`src/rtl/alarm_pkg.sv`:
```
// Shared types and defaults for the alarm zone controller.
//   alarm_state_t : controller state encoding
//   *_DEF         : default keypad codes
//   max3()        : helper for sizing the shared delay timer
package alarm_pkg;

    typedef enum logic [2:0] {
        ST_DISARMED = 3'd0,
        ST_EXIT     = 3'd1,
        ST_ARMED    = 3'd2,
        ST_ENTRY    = 3'd3,
        ST_ALARM    = 3'd4
    } alarm_state_t;

    localparam int unsigned KEY_W_DEF       = 5;
    localparam logic [4:0]  ARM_CODE_DEF    = 5'b00001;
    localparam logic [4:0]  DISARM_CODE_DEF = 5'b00100;

    function automatic int unsigned max3(input int unsigned a, input int unsigned b,
                                         input int unsigned c);
        int unsigned m;
        m = (a > b) ? a : b;
        return (m > c) ? m : c;
    endfunction

endpackage

```
`src/rtl/alarm_delay_timer.sv`:
```
// Loadable saturating down-counter shared by the exit, entry and siren delays.
//   clk, rst  : clock, synchronous active-high reset
//   load      : load load_val this cycle (wins over decrement)
//   load_val  : value to load
//   value     : registered count, decrements by one each cycle until zero
//   zero_c    : value == 0 (combinational decode of the register)
module alarm_delay_timer #(
    parameter int unsigned CNT_W = 7
) (
    input  logic             clk,
    input  logic             rst,
    input  logic             load,
    input  logic [CNT_W-1:0] load_val,
    output logic [CNT_W-1:0] value,
    output logic             zero_c
);

    assign zero_c = (value == '0);

    // Count down and hold at zero; never wraps.
    always_ff @(posedge clk) begin
        if (rst) begin
            value <= '0;
        end else if (load) begin
            value <= load_val;
        end else if (!zero_c) begin
            value <= value - CNT_W'(1);
        end
    end

endmodule

```
`src/rtl/alarm_zone_ctrl.sv`:
```
// Keypad-armed N-zone alarm controller with exit/entry delays and bounded siren.
//   clk, rst     : clock, synchronous active-high reset
//   key, key_vld : keypad code and its one-cycle strobe
//   zone         : synchronised sensor inputs, 1 = tripped
//   zone_bypass  : 1 = ignore that zone
//   active       : armed, entry delay or alarm
//   pending      : exit or entry delay running
//   alarm        : siren drive
//   tripped      : sticky record of zones that caused entry/alarm
//   bad_key      : one-cycle pulse for an unrecognised code
module alarm_zone_ctrl
    import alarm_pkg::*;
#(
    parameter int unsigned         N_ZONES     = 3,
    parameter int unsigned         KEY_W       = KEY_W_DEF,
    parameter logic [KEY_W-1:0]    ARM_CODE    = KEY_W'(ARM_CODE_DEF),
    parameter logic [KEY_W-1:0]    DISARM_CODE = KEY_W'(DISARM_CODE_DEF),
    parameter logic [N_ZONES-1:0]  DELAY_ZONES = N_ZONES'(1),
    parameter int unsigned         EXIT_CYC    = 16,
    parameter int unsigned         ENTRY_CYC   = 16,
    parameter int unsigned         SIREN_CYC   = 64
) (
    input  logic               clk,
    input  logic               rst,
    input  logic [KEY_W-1:0]   key,
    input  logic               key_vld,
    input  logic [N_ZONES-1:0] zone,
    input  logic [N_ZONES-1:0] zone_bypass,
    output logic               active,
    output logic               pending,
    output logic               alarm,
    output logic [N_ZONES-1:0] tripped,
    output logic               bad_key
);

    localparam int unsigned TIMER_MAX = max3(EXIT_CYC, ENTRY_CYC, SIREN_CYC);
    localparam int unsigned CNT_W     = $clog2(TIMER_MAX + 1);

    localparam logic [CNT_W-1:0] EXIT_LOAD  = CNT_W'(EXIT_CYC - 1);
    localparam logic [CNT_W-1:0] ENTRY_LOAD = CNT_W'(ENTRY_CYC - 1);
    localparam logic [CNT_W-1:0] SIREN_LOAD = CNT_W'(SIREN_CYC - 1);

    alarm_state_t       state;
    alarm_state_t       state_nxt;
    logic [N_ZONES-1:0] tripped_nxt;
    logic               bad_key_nxt;
    logic               tmr_load;
    logic [CNT_W-1:0]   tmr_load_val;
    logic [CNT_W-1:0]   tmr_val;
    logic               tmr_zero_c;

    logic [N_ZONES-1:0] t_all_c;
    logic [N_ZONES-1:0] t_inst_c;
    logic [N_ZONES-1:0] t_dly_c;
    logic               arm_c;
    logic               disarm_c;

    // Trip masking: bypassed zones never count, then split instant vs delayed.
    assign t_all_c  = zone & ~zone_bypass;
    assign t_inst_c = t_all_c & ~DELAY_ZONES;
    assign t_dly_c  = t_all_c & DELAY_ZONES;

    // Key decode: each code only acts in the states where it means something.
    assign arm_c    = key_vld && (key == ARM_CODE) && (state == ST_DISARMED);
    assign disarm_c = key_vld && (key == DISARM_CODE) && (state != ST_DISARMED);

    alarm_delay_timer #(
        .CNT_W (CNT_W)
    ) u_timer (
        .clk      (clk),
        .rst      (rst),
        .load     (tmr_load),
        .load_val (tmr_load_val),
        .value    (tmr_val),
        .zero_c   (tmr_zero_c)
    );

    // Next-state, timer load and tripped-record decode.
    always_comb begin
        state_nxt    = state;
        tripped_nxt  = tripped;
        tmr_load     = 1'b0;
        tmr_load_val = '0;
        bad_key_nxt  = key_vld && (key != ARM_CODE) && (key != DISARM_CODE);

        if (disarm_c) begin
            // Disarm beats zone events and timer expiry; tripped is preserved.
            state_nxt    = ST_DISARMED;
            tmr_load     = 1'b1;
            tmr_load_val = '0;
        end else begin
            unique case (state)
                ST_DISARMED: begin
                    if (arm_c) begin
                        state_nxt    = ST_EXIT;
                        tmr_load     = 1'b1;
                        tmr_load_val = EXIT_LOAD;
                        tripped_nxt  = '0;
                    end
                end
                ST_EXIT: begin
                    if (tmr_zero_c) begin
                        state_nxt = ST_ARMED;
                    end
                end
                ST_ARMED: begin
                    if (t_inst_c != '0) begin
                        state_nxt    = ST_ALARM;
                        tmr_load     = 1'b1;
                        tmr_load_val = SIREN_LOAD;
                        tripped_nxt  = tripped | t_all_c;
                    end else if (t_dly_c != '0) begin
                        state_nxt    = ST_ENTRY;
                        tmr_load     = 1'b1;
                        tmr_load_val = ENTRY_LOAD;
                        tripped_nxt  = tripped | t_all_c;
                    end
                end
                ST_ENTRY: begin
                    tripped_nxt = tripped | t_all_c;
                    if ((t_inst_c != '0) || tmr_zero_c) begin
                        state_nxt    = ST_ALARM;
                        tmr_load     = 1'b1;
                        tmr_load_val = SIREN_LOAD;
                    end
                end
                ST_ALARM: begin
                    tripped_nxt = tripped | t_all_c;
                    if (tmr_zero_c) begin
                        state_nxt = ST_ARMED;
                    end
                end
                default: begin
                    state_nxt    = ST_DISARMED;
                    tmr_load     = 1'b1;
                    tmr_load_val = '0;
                end
            endcase
        end
    end

    // State register; status outputs are registered from the next state.
    always_ff @(posedge clk) begin
        if (rst) begin
            state   <= ST_DISARMED;
            active  <= 1'b0;
            pending <= 1'b0;
            alarm   <= 1'b0;
            tripped <= '0;
            bad_key <= 1'b0;
        end else begin
            state   <= state_nxt;
            active  <= (state_nxt == ST_ARMED) || (state_nxt == ST_ENTRY) ||
                       (state_nxt == ST_ALARM);
            pending <= (state_nxt == ST_EXIT) || (state_nxt == ST_ENTRY);
            alarm   <= (state_nxt == ST_ALARM);
            tripped <= tripped_nxt;
            bad_key <= bad_key_nxt;
        end
    end

    // The shared timer is only ever loaded with one of the three delay lengths.
    always_comb begin
        assert (tmr_val <= CNT_W'(TIMER_MAX));
    end

endmodule

```
`config.mk`:
```
export PLATFORM = sky130hd
export DESIGN_NAME = alarm_zone_ctrl
export DESIGN_NICKNAME = d
export VERILOG_FILES = /design/src/rtl/alarm_pkg.sv /design/src/rtl/alarm_delay_timer.sv /design/src/rtl/alarm_zone_ctrl.sv
export SDC_FILE = /design/constraint.sdc
export NUM_CORES = 1
export LEC_CHECK = 0
export BUFFER_PORTS_ARGS = -buffer_cell sky130_fd_sc_hd__buf_2
export CAP_MARGIN = 25
export CORE_MARGIN = 2
export CORE_UTILIZATION = 45
export CTS_BUF_LIST = sky130_fd_sc_hd__clkbuf_8
export DETAILED_ROUTE_END_ITERATION = 10
export MAX_ROUTING_LAYER = met4
export PLACE_DENSITY = 0.68
export SLEW_MARGIN = 10
export SYNTH_ARGS = -nofsm -noshare
export SYNTH_HDL_FRONTEND = slang
export SYNTH_SLANG_ARGS = --single-unit
```
`constraint.sdc`:
```
create_clock -name clk -period 2.5 [get_ports clk]
set_clock_uncertainty 0.2 [all_clocks]
set_input_delay 0.125 -clock clk [delete_from_list [all_inputs] [get_ports clk]]
set_output_delay 0.125 -clock clk [all_outputs]
set_load 0.01 [all_outputs]
```
==> impl_metrics.yaml <==
layout:
  nets: 150
  syn_to_final_growth_pct: 17.4
  drive_above_1_share: 0.254
  utilization: 0.547
  antennaDiodeCount: 0
  mostFrequentLayoutCells: "buf_2 (20), dfxtp_1 (17), nor2_1 (13)"
  layout_commonest_cell: "buf_2"
  nFillCells: 198
  finish.instance_area_um2: 1180
timing:
  slew_violations: 0
  hold_viol_final: 0
  rsz0062_at_grt: "false"
  slew_headroom: 0.671
  tns_ns: 0
  fmax_mhz: 440
  fin_crit_ns: 2.27
  tightest_slew_ns: 0.487
  fin_crit_sh: 0.909
  setup_viol: 0
logic_synthesis:
  yosysWarnings: 0
  yosys.area_share.adder: 0.0225
  synthTopCellsByArea: "dfxtp_1 (34%), nor2_1 (4.9%), a211oi_1 (4.5%), a211o_1 (3.5%), a21oi_1 (3.5%)"
  avgSynthCellArea_um2: 8.87
  yosys.area_share.simple: 0.256
  synthXorXnorAreaFrac: 0.0350
  synth_nets: 128
  ys.flop_type: "dfxtp_1"
  synth_seq_cells: 17
  synthArstFlopShare: 0
  netlist_instances: 113
  netlist.top_cell.by_area: "dfxtp_1"
  synthMuxAreaShare: 0
  yosysSeqAreaShare: 0.340
  ys_types: 44
  synth_compound_area_frac: 0.301
  synth_area_um2: 1000
  synth_top_cell_area_share: 0.340
  synth_edf_count: 0
  synth_top_family_by_area: "compound AO/OA/AOI/OAI gates"
critical_path:
  arrival_ns: 2.24
  end_kind: "register"
  critical_path_class: "reg -> reg"
  cp_max_fo: 5
  cp-start-kind: "register"
  r2r_cells: 7
  cp.required_ns: 2.47
routing:
  detail-route-antenna-nets: 0
  viasPerCell: 5.87
  drt_iter0_drc: 28
  routed_wl_mm: 2.22
  via_count: 951
  drc: 0
  dr.pass1.iters: 4
  wl_per_cell_um: 13.7
power:
  p_leak_nw: 0.487
  irDropWorstVdd_mv: 0.515
  power_density_nw_per_um2: 878
die:
  die_width_um: 51.2
  die_h_um: 51.2
  ios: 21
  initial_utilization: 0.467
  dieArea_um2: 2620
  rows: 17
  fp.coreArea_um2: 2150
global_route:
  grt_pass1_vias: 945
  grt_first_pass_wirelength_mm: 4.05
  grtUsageTotal: 0.212
  antenna_found_initial: 0
  gr-total-overflow: 0
  grt_max_degree: 14
clocking:
  numCtsBuffers: 3
  cts_tree: "done"
  cts-root-buf: "clkbuf_8"
  ctsResizeCount: 0
  cts.sinks: 17
  cts_setup_buffers: 0
  clk_pin_slew_worst_paths_ns: 0.07
  h-tree-depth: 1
  cts_buffer_depth: 2
  worstSkewPairLatency_ns: 0.26
run_status:
  status: "finished clean"
placed_design:
  place.gp.congestion: 0.792
  port_buffers: 20
  place_hpwl_mm: 1.68
  place_area_um2: 1110
min_path:
  worstHoldPathCells: 3
  min_path_type: "in -> reg"
run:
  drv_cap: 0
==> Yosys cell counts (2+ instances only) <==
library cell	number
dfxtp_1	17
nor2_1	13
a21oi_1	7
nand2_1	7
a211oi_1	6
inv_1	5
a211o_1	4
a22o_1	3
clkbuf_1	3
nand3_1	3
nor2b_1	3
nor3_1	3
xnor2_1	3
a221o_1	2
a221oi_2	2
nand2b_1	2
nor4_1	2
or2_1	2
==> worst paths after layout <==
check,startpoint,end,slack (ns)
worst max-delay path,u_timer.value[0]$_SDFFE_PP0P_,u_timer.value[1]$_SDFFE_PP0P_,0.23
worst min register to register,tripped[1]$_SDFFE_PP0P_,tripped[1]$_SDFFE_PP0P_,0.28
worst max register to register,u_timer.value[0]$_SDFFE_PP0P_,u_timer.value[1]$_SDFFE_PP0P_,0.23
worst min-delay path,key[4],bad_key$_SDFF_PP0_,0.03
==> flip-flops by register name, indices dropped and copies added, names as in the netlist <==
signal and cells:
alarm 1, tripped 3, active 1, pending 1, bad_key 1, state 3
u_timer.value 7
==> metal layers <==
metal	GRT usage	wire, µm
met4	0.104	42
met2	0.357	1100
met5	-	0
met1	0.250	1000
met3	0.0263	81
==> final cells by class <==
type | instances | area [µm²] | area share
multi-input combinational | 86 | 616 | 0.523
timing repair buffer | 22 | 120 | 0.102
sequential | 17 | 340 | 0.289
inverter | 5 | 18.8 | 0.0160
tap | 28 | 35.0 | 0.0298
clock buffer | 3 | 41.3 | 0.0351
clock inverter | 1 | 5.00 | 0.00426
==> cells by family after synthesis <==
logic type,Yosys count
XOR/XNOR,4
AO/OA/AOI/OAI,35
buffers and inverters,10
adder cells (fa/ha/maj),2
flip-flops,17
AND/OR/NAND/NOR,45
==> metrics by stage <==
step | hold WS (ns) | std cells | setup WS (ns) | total power, W
4_1_cts | 0.0293 | 162 | 0.230 | 0.00104
2_1_floorplan | 0.0916 | 113 | 0.412 | 0.000741
3_5_place_dp | 0.211 | 156 | 0.252 | 0.000824
6_report | 0.0326 | 162 | 0.229 | 0.00103
5_1_grt | 0.0673 | 162 | 0.0319 | 0.00111
3_3_place_gp | 0.214 | 156 | 0.341 | 0.000806
==> critical path, stage by stage, from the launching register on <==
cell and delay, ns:
dfxtp_1 0.33, inv_1 0.09, ha_1 0.19, nor3b_2 0.32, nand2_1 0.11, or2_2 0.34, a221o_1 0.38, a221oi_2 0.22
==> where the power goes <==
group	switching [W]	internal, W	leakage, nW
clock	0.000100	0.000111	0.0255
sequential	0.0000439	0.000320	0.139
combinational	0.000225	0.000233	0.323
total	0.000369	0.000664	0.487
==> repair_timing <==
item | in CTS | in global routing
setup endpoints to repair | 0 | 0
hold buffers | 2 | 0
endpoints found under the hold margin | 3 | 0
No activity file was read; power rests on OpenSTA's default activity.
